File: src/rtl/i2c_master_ctrl.sv
// I2C master for single-byte register writes and reads on one fixed slave.
// A write is START, address+W, register, data, STOP. A read is START,
// address+W, register, STOP, then START, address+R, one data byte, master
// NACK, STOP. The bus timebase is a quarter-period tick derived from clk.
module i2c_master_ctrl #(
  parameter int         CLK_DIV    = 4,
  parameter logic [6:0] SLAVE_ADDR = 7'b1010101,
  parameter int         AW         = 8,
  parameter int         DW         = 8
) (
  input  logic          clk,
  input  logic          rst,
  input  logic          cmd_valid,
  output logic          cmd_ready,
  input  logic          cmd_rw,
  input  logic [AW-1:0] cmd_addr,
  input  logic [DW-1:0] cmd_wdata,
  output logic          busy,
  output logic          done,
  output logic          ack_err,
  output logic [DW-1:0] rd_data,
  output logic          scl_o,
  output logic          sda_oe,
  input  logic          sda_i
);

  localparam int              DIVW     = (CLK_DIV > 1) ? $clog2(CLK_DIV) : 1;
  localparam logic [DIVW-1:0] DIV_LAST = DIVW'(CLK_DIV - 1);

  typedef enum logic [3:0] {
    IDLE, START, ADDR, ACK_A, REG, ACK_R, WDATA, ACK_W, STOP,
    RSTART, RADDR, ACK_RA, RDATA, MNACK, FINISH
  } state_t;

  state_t          state, state_next;
  logic [DIVW-1:0] div_cnt;
  logic [1:0]      quarter;
  logic [2:0]      bit_cnt;
  logic            rw_q;
  logic [7:0]      addr_byte;
  logic [7:0]      wdata_byte;
  logic            nack_q;
  logic            second_half;
  logic [7:0]      rx_shift;
  logic [7:0]      cur_byte;
  logic            accept, tick, phase_end, sample, scl_bit, tx_bit;
  logic            is_byte_state, is_ack_state;

  assign busy          = (state != IDLE) && (state != FINISH);
  assign cmd_ready     = ~busy;
  assign done          = (state == FINISH);
  assign accept        = cmd_valid && cmd_ready;
  assign tick          = busy && (div_cnt == DIV_LAST);
  assign phase_end     = tick && (quarter == 2'd3);
  assign sample        = tick && (quarter == 2'd2);
  assign scl_bit       = (quarter == 2'd1) || (quarter == 2'd2);
  assign is_byte_state = state inside {ADDR, REG, WDATA, RADDR, RDATA};
  assign is_ack_state  = state inside {ACK_A, ACK_R, ACK_W, ACK_RA};
  assign tx_bit        = cur_byte[3'd7 - bit_cnt];

  // Select the byte being shifted out in the current transmit phase
  always_comb begin
    cur_byte = 8'h00;
    case (state)
      ADDR:    cur_byte = {SLAVE_ADDR, 1'b0};
      REG:     cur_byte = addr_byte;
      WDATA:   cur_byte = wdata_byte;
      RADDR:   cur_byte = {SLAVE_ADDR, 1'b1};
      default: cur_byte = 8'h00;
    endcase
  end

  // State register; reset drops straight to IDLE without a STOP
  always_ff @(posedge clk) begin
    if (rst) state <= IDLE;
    else     state <= state_next;
  end

  // Quarter-period timebase, restarted from zero on every accepted command
  always_ff @(posedge clk) begin
    if (rst) begin
      div_cnt <= '0;
      quarter <= 2'd0;
    end else if (accept) begin
      div_cnt <= '0;
      quarter <= 2'd0;
    end else if (busy) begin
      if (tick) begin
        div_cnt <= '0;
        quarter <= quarter + 2'd1;
      end else begin
        div_cnt <= div_cnt + 1'b1;
      end
    end
  end

  // Bit position inside a byte; wraps back to 0 after the eighth bit
  always_ff @(posedge clk) begin
    if (rst || accept)                  bit_cnt <= 3'd0;
    else if (phase_end && is_byte_state) bit_cnt <= bit_cnt + 3'd1;
  end

  // Command capture, SDA sampling, NACK bookkeeping and read-data update
  always_ff @(posedge clk) begin
    if (rst) begin
      rw_q        <= 1'b0;
      addr_byte   <= 8'h00;
      wdata_byte  <= 8'h00;
      nack_q      <= 1'b0;
      second_half <= 1'b0;
      rx_shift    <= 8'h00;
      ack_err     <= 1'b0;
      rd_data     <= '0;
    end else begin
      if (accept) begin
        rw_q        <= cmd_rw;
        addr_byte   <= 8'(cmd_addr);
        wdata_byte  <= 8'(cmd_wdata);
        second_half <= 1'b0;
        ack_err     <= 1'b0;
      end
      if (sample) begin
        nack_q <= sda_i;
        if (state == RDATA) rx_shift <= {rx_shift[6:0], sda_i};
      end
      if (phase_end && is_ack_state && nack_q) ack_err <= 1'b1;
      if (state == RSTART) second_half <= 1'b1;
      if (phase_end && (state == STOP) && second_half && !ack_err)
        rd_data <= DW'(rx_shift);
    end
  end

  // Next-state sequencing and SCL/SDA levels for each phase quarter
  always_comb begin
    state_next = state;
    scl_o      = 1'b1;
    sda_oe     = 1'b0;
    case (state)
      IDLE: begin
        if (accept) state_next = START;
      end
      START, RSTART: begin
        scl_o  = (quarter != 2'd3);
        sda_oe = (quarter != 2'd0);
        if (phase_end) state_next = (state == START) ? ADDR : RADDR;
      end
      ADDR, REG, WDATA, RADDR: begin
        scl_o  = scl_bit;
        sda_oe = ~tx_bit;
        if (phase_end && (bit_cnt == 3'd7)) begin
          if (state == ADDR)       state_next = ACK_A;
          else if (state == REG)   state_next = ACK_R;
          else if (state == WDATA) state_next = ACK_W;
          else                     state_next = ACK_RA;
        end
      end
      RDATA: begin
        scl_o = scl_bit;
        if (phase_end && (bit_cnt == 3'd7)) state_next = MNACK;
      end
      ACK_A, ACK_R, ACK_W, ACK_RA: begin
        scl_o = scl_bit;
        if (phase_end) begin
          if (nack_q)               state_next = STOP;
          else if (state == ACK_A)  state_next = REG;
          else if (state == ACK_R)  state_next = rw_q ? STOP : WDATA;
          else if (state == ACK_RA) state_next = RDATA;
          else                      state_next = STOP;
        end
      end
      MNACK: begin
        scl_o = scl_bit;
        if (phase_end) state_next = STOP;
      end
      STOP: begin
        scl_o  = (quarter != 2'd0);
        sda_oe = (quarter == 2'd0) || (quarter == 2'd1);
        if (phase_end)
          state_next = (rw_q && !second_half && !ack_err) ? RSTART : FINISH;
      end
      FINISH: begin
        state_next = accept ? START : IDLE;
      end
      default: state_next = IDLE;
    endcase
  end

endmodule

File: config.mk
export PLATFORM = sky130hd
export DESIGN_NAME = i2c_master_ctrl
export DESIGN_NICKNAME = d
export VERILOG_FILES = /design/src/rtl/i2c_master_ctrl.sv
export SDC_FILE = /design/constraint.sdc
export NUM_CORES = 1
export LEC_CHECK = 0
export CAP_MARGIN = 20
export CORE_MARGIN = 2
export CORE_UTILIZATION = 35
export CTS_BUF_LIST = sky130_fd_sc_hd__clkbuf_8 sky130_fd_sc_hd__clkbuf_16
export DETAILED_ROUTE_END_ITERATION = 8
export PLACE_DENSITY = 0.6
export SLEW_MARGIN = 20
export SYNTH_ARGS = -nofsm -noshare
export SYNTH_HDL_FRONTEND = slang
export SYNTH_SLANG_ARGS = --single-unit
File: constraint.sdc
create_clock -name clk -period 1.9 [get_ports clk]
set_input_delay 0.285 -clock clk [delete_from_list [all_inputs] [get_ports clk]]
set_output_delay 0.285 -clock clk [all_outputs]
set_load 0.02 [all_outputs]
=== After elaboration in Yosys (flattened, before gate mapping) ===
Cells that the tools add are included.
Widths: inputs -> output; s select.

* Bits in registers: 47

* Add/sub/neg operators: 4
* Magnitude comparators: 1
* Equality and inequality tests: 28
* Muxes and demuxes: 28
* Bitwise logic cells: 2
* Reduce and logical (&&, ||, !) cells: 35

{| class="wikitable"
|+ Operator list
! cell !! count
|-
| $mux 4 || 15
|-
| $pmux 4 s8 || 1
|-
| $pmux 8 s4 || 1
|-
| $eq 4x4->1 const B || 7
|-
| $eq 4x3->1 const B || 4
|-
| $logic_and 1x1->1 || 14
|-
| $ne 2x2->1 const B || 7
|-
| $reduce_or 10->1 || 1
|-
| $eq 4x2->1 const B || 2
|-
| $reduce_bool 4->1 || 2
|-
| $reduce_or 4->1 || 2
|-
| $reduce_and 7->1 || 1
|-
| $eq 2x2->1 const B || 3
|-
| $mux 3 || 2
|-
| $pmux 1 s3 || 2
|-
| $reduce_bool 2->1 || 3
|-
| $mux 1 || 5
|-
| $reduce_bool 5->1 || 1
|-
| $add 2x1->2 const B || 2
|-
| $eq 4x1->1 const B || 1
|-
| $logic_not 4->1 || 1
|-
| $lt 3x4->1 const B || 1
|-
| $ne 4x4->1 const B || 1
|-
| $reduce_and 2->1 || 2
|-
| other kinds (12) || 17
|}

=== Depth between registers and ports, before layout ===
* Word-level depth: 7
* Depth in mapped cells: 8
* Gate-level depth less buffers: 7

=== Worst setup path before layout ===
Ideal clock, no wire load.

* Path kind: register to output
* From: register state[1]
* To: output sda_oe
* Data arrival time: 1731 ps
* Required time: 1615 ps
* Setup slack: -116 ps
* Cell stages (with the launch flop): 8
* Buffers on the path: 2
* Cells stage by stage: dfxtp_1 buf_4 buf_2 nor3b_1 a2111oi_0 nor3_1 and3_1 o211ai_1

* Word-level cells in the longest chain between the ends: 6
* Elaborated cells between the ends (all ways): 14
* Classes of those cells: eq/ne: 7; mux: 4; bitwise: 1; reduce/logical: 2

{| class="wikitable"
|+ RTL lines
! item !! line !! RTL
|-
| start: declaration || 35 || <nowiki>state_t state, state_next;</nowiki>
|-
| start signal: assignment || 76 || <nowiki>else state <= state_next;</nowiki>
|-
| $eq 4x4->1, or another cell as far along || 64, 138 ||
|-
| $pmux 8 s4 || 64 || <nowiki>case (state)</nowiki>
|-
| $bmux 1 s3 || 59 || <nowiki>assign tx_bit = cur_byte[3'd7 - bit_cnt];</nowiki>
|-
| $mux 1 (not written as such) || 59 ||
|-
| $not 1->1 || 149 || <nowiki>sda_oe = ~tx_bit;</nowiki>
|-
| $pmux 1 s3 * || 138 || <nowiki>case (state)</nowiki>
|-
| end: declaration || 23 || <nowiki>output logic sda_oe,</nowiki>
|}

Every way passes the cells marked *; elsewhere a longest branch is shown, timed or not. The select of a mux whose other input is x is not followed.

=== Worst setup path in the final report ===
* From: register state[3]
* To: output sda_oe

Same word-level chain as after synthesis.

==> results.txt <==
- Number of nets with antenna violations after routing: 0
- Clock-pin slew of the registers on the worst-case setup and hold paths: 0.09 ns
- Total nets after synthesis: 315
* Synth warnings: 0
* Number of global-route vias before repair: 2106
* Top Ports: 35
* Core Region: 6760 µm²
- Post-synthesis instance area: 2420 µm²
* Number of buffers inserted during clock tree synthesis: 5
- Num rows: 30
- Average vias per placed instance: 5.06
* Worst Path Max Fanout: 5
- Critical path start-end classification: reg2out
- Slowest stage cell on the critical path: sky130_fd_sc_hd__or4bb_1
* Failing checks: setup timing
- CTS HTree Levels: 2
- The cell that appears most often on the critical path is sky130_fd_sc_hd__o211ai_1.
- Setup repair after global routing could not meet its margin everywhere.
- The worst setup path is launched from a flip-flop.
- The die is 87.2 µm tall.
- For this run, the share of the core covered by cells in the final layout is 0.505.
- Mean area per synthesized cell: 8.44 µm²
- The area growth from synthesis to layout is 41.0%.
* 1st-iter DRT viols: 149
- Setup slack of the critical path after layout: -0.188 ns
- At the worst endpoint, the required time is 1.62 ns.
- HPWL after detailed placement: 4.10 mm
- The worst setup path is captured at a primary output.
* Maximum number of buffers from clock root to sink: 2
* Worst slack on hold paths: 0.462 ns
- The congestion estimate from routability-driven global placement came to 0.936.
* Overall Global Routing Usage: 0.153
* Leading cell types by total area after synthesis: sky130_fd_sc_hd__dfxtp_1, sky130_fd_sc_hd__mux2i_1, sky130_fd_sc_hd__nand2_1
- Setup violations remaining at the end of the flow were counted as 16.
* Cells after DPL: 418
* Vias: 2195
- Wire length of the first global-routing pass: 9.38 mm
- The analysis attributes to cell leakage a power of 1.38 nW.
- Of all cell types, the one taking the most synthesized area is sky130_fd_sc_hd__dfxtp_1.
* Timing-limited maximum frequency: 0.479 GHz
- The worst-case IR drop observed on VDD is 0.411 mV.
* Final Routed Wirelength: 5.76 mm
- TritonCTS built the clock tree.
- Worst-case clock skew: 0.00780 ns
- Power per Cell Area: 690 nW/µm²
* Period Utilization, post-route: 1.10
* Clk_lat worst skew: 0.30 ns
- Count of final max-slew check failures: 0
- Summed over all layers, the global routing overflow is 0.
* Horiz. Die Dim: 87.2 µm
- Clock tree synthesis found a total of 47 sinks.
- Ys flop type: sky130_fd_sc_hd__dfxtp_1
* Fraction of layout cells with a size suffix above 1: 0.271
- Total negative setup slack: -0.703 ns
- The tree is rooted in a sky130_fd_sc_hd__clkbuf_8.
* Number of distinct standard cells referenced by the synthesized netlist: 46
- Antenna cells: 0
* Area share of the largest cell type after synthesis: 0.388
- The number of endpoints with negative hold slack in the final report was 0.
- Excluding fillers, the count of instances in the completed layout stands at 434.
- In the routed design, unresolved DRC markers number 0.
- Ordered list of cells on the worst path: or4bb_1, o21ai_2, a221oi_2, o211ai_1, o211ai_1, buf_4
- Count of maximum capacitance violations: 0
- Worst-Margin Slew: 0.418 ns
- Critical path buffer and inverter count: 1
- The kind of cell with the highest combined delay along the critical path is simple AND/OR/NAND/NOR gates.
- The filler cells instantiated in the layout total 672.
* Final min period: 2.09 ns
* Remaining max-slew budget at the tightest pin: 0.721
- Initial Utilization: 0.359
- For this run, the register share of the synthesized area comes to 0.388.
- Worst EP arrival: 1.80 ns
- Outcome: finished, violations left
- Entering global routing, the biggest net connects 33 pins.
- In the synthesized netlist the async set-or-reset flop fraction comes to 0.
* Post-synthesis instance total: 287
- On the worst path, the slowest cell contributes a delay of 0.52 ns.
- Before antenna repair, the detailed router went through 4 iterations.
- Flop and latch count out of synthesis: 47
- The die covers 7600 µm².
* Total Nets Final: 381
- The synthesized design contains 0 enable-type register cells.
- Port buffering added 34 buffers.
- In the final routed layout, each cell accounts on average for 13.3 µm.
* Number of antenna violations at the first check in global routing: 0
* Place WS: -0.357 ns
- Class of the tightest hold or removal check: reg2reg
state kept, by name, indices dropped and copies added, names as in the netlist:
name,count
ack_err,1
nack_q,1
quarter,2
wdata_byte,8
rw_q,1
rd_data,8
state,4
addr_byte,8
bit_cnt,3
rx_shift,8
div_cnt,2
second_half,1
tightest hold or removal path: stages (launching register included):
cell and delay (ns):
sky130_fd_sc_hd__dfxtp_1 0.32, sky130_fd_sc_hd__nand2_1 0.05, sky130_fd_sc_hd__a21oi_1 0.05
kinds of logic after synthesis:
logic type                 share of synthesized area
DFF                                            0.388
adders and majority gates                     0.0362
buffers and inverters                         0.0641
xor gates and xnor gates                      0.0108
muxes                                          0.112
and+or+nand+nor                                0.232
AOI/OAI and AO/OA                              0.157
layer usage:
| layer | part of all wire | up-vias | global-route usage |
|---|---|---|---|
| met3 | 0.040 | 6 | 0.0303 |
| met4 | 0.014 | 0 | 0.0531 |
| met5 | 0 | - | 0 |
| met2 | 0.49 | 44 | 0.255 |
| li1 | - | 1125 | - |
| met1 | 0.46 | 1020 | 0.198 |
synthesized netlist by cell type (all sizes together), types with 2 or more instances:
cell type,count
a211o,3
a21oi,25
a31oi,3
and3,2
buf,13
clkbuf,7
dfxtp,47
ha,7
inv,8
mux2i,27
nand2,53
nand2b,3
nand4b,2
nor2,32
nor2b,3
nor3,4
nor3b,4
nor4,2
o211ai,4
o21a,2
o21ai,12
o22ai,3
or2,2
or4,3
xnor2,2
what timing repair did:
action,CTS,global route
gates cloned,0,1
setup endpoints to repair,35,43
pin swaps,4,13
setup buffers,3,5
resized for setup,36,31
hold buffers,0,0
metrics by stage:
step / area (µm²) / total power [W]
after global placement: 3060 / 0.00146
after CTS: 3260 / 0.00236
after global routing: 3410 / 0.00246
after floorplan: 2460 / 0.00129
final: 3410 / 0.00236
after detailed placement: 3060 / 0.00146
final timing paths:
kind                                   start                          to  slack (ns)  cells after the start
setup reg to reg       state[2]$_SDFFE_PP0P_       state[2]$_SDFFE_PP0P_       -0.07                      9
hold / removal    wdata_byte[5]$_SDFFE_PP0P_  wdata_byte[5]$_SDFFE_PP0P_        0.46                      2
setup / recovery       state[3]$_SDFFE_PP0P_                      sda_oe       -0.19                      6
hold reg to reg   wdata_byte[5]$_SDFFE_PP0P_  wdata_byte[5]$_SDFFE_PP0P_        0.46                      2
layout make-up:
cell class,count,area [µm²],share of cell area
inverters,8,30.0,0.00879
well taps,80,100,0.0293
repair buffers,79,732,0.214
clock buffers,5,68.8,0.0202
multi-input cells,212,1460,0.427
clock inverters,3,71.3,0.0209
flip-flops and latches,47,955,0.280
placed cells by master (no fill, tap or decap), types with 2 or more instances in the layout:
cell,count
sky130_fd_sc_hd__bufinv_16,2
sky130_fd_sc_hd__nand2b_1,2
sky130_fd_sc_hd__nand4b_1,2
sky130_fd_sc_hd__nor2b_1,2
sky130_fd_sc_hd__o21ai_0,6
sky130_fd_sc_hd__a211o_1,3
sky130_fd_sc_hd__ha_1,7
sky130_fd_sc_hd__clkdlybuf4s50_1,29
sky130_fd_sc_hd__dfxtp_1,42
sky130_fd_sc_hd__nor2_1,31
sky130_fd_sc_hd__o211ai_1,4
sky130_fd_sc_hd__buf_6,6
sky130_fd_sc_hd__buf_2,2
sky130_fd_sc_hd__nor3b_2,2
sky130_fd_sc_hd__dfxtp_2,2
sky130_fd_sc_hd__o22ai_1,3
sky130_fd_sc_hd__o21ai_2,4
sky130_fd_sc_hd__dfxtp_4,3
sky130_fd_sc_hd__nor3_1,3
sky130_fd_sc_hd__a31oi_1,3
sky130_fd_sc_hd__clkbuf_8,5
sky130_fd_sc_hd__nand2_1,51
sky130_fd_sc_hd__inv_1,8
sky130_fd_sc_hd__o21ai_1,2
sky130_fd_sc_hd__buf_4,37
sky130_fd_sc_hd__mux2i_1,27
sky130_fd_sc_hd__o21a_1,2
sky130_fd_sc_hd__a21oi_2,4
sky130_fd_sc_hd__or4_4,3
sky130_fd_sc_hd__a21oi_1,21
sky130_fd_sc_hd__buf_8,2
power breakdown:
part	internal [W]	switching [W]	total (W)
Combinational	0.000205	0.000207	0.000413
Sequential	0.00102	0.0000306	0.00105
Clock	0.000534	0.000359	0.000893
Total	0.00176	0.000597	0.00236
(Power assumes the default switching activity.)
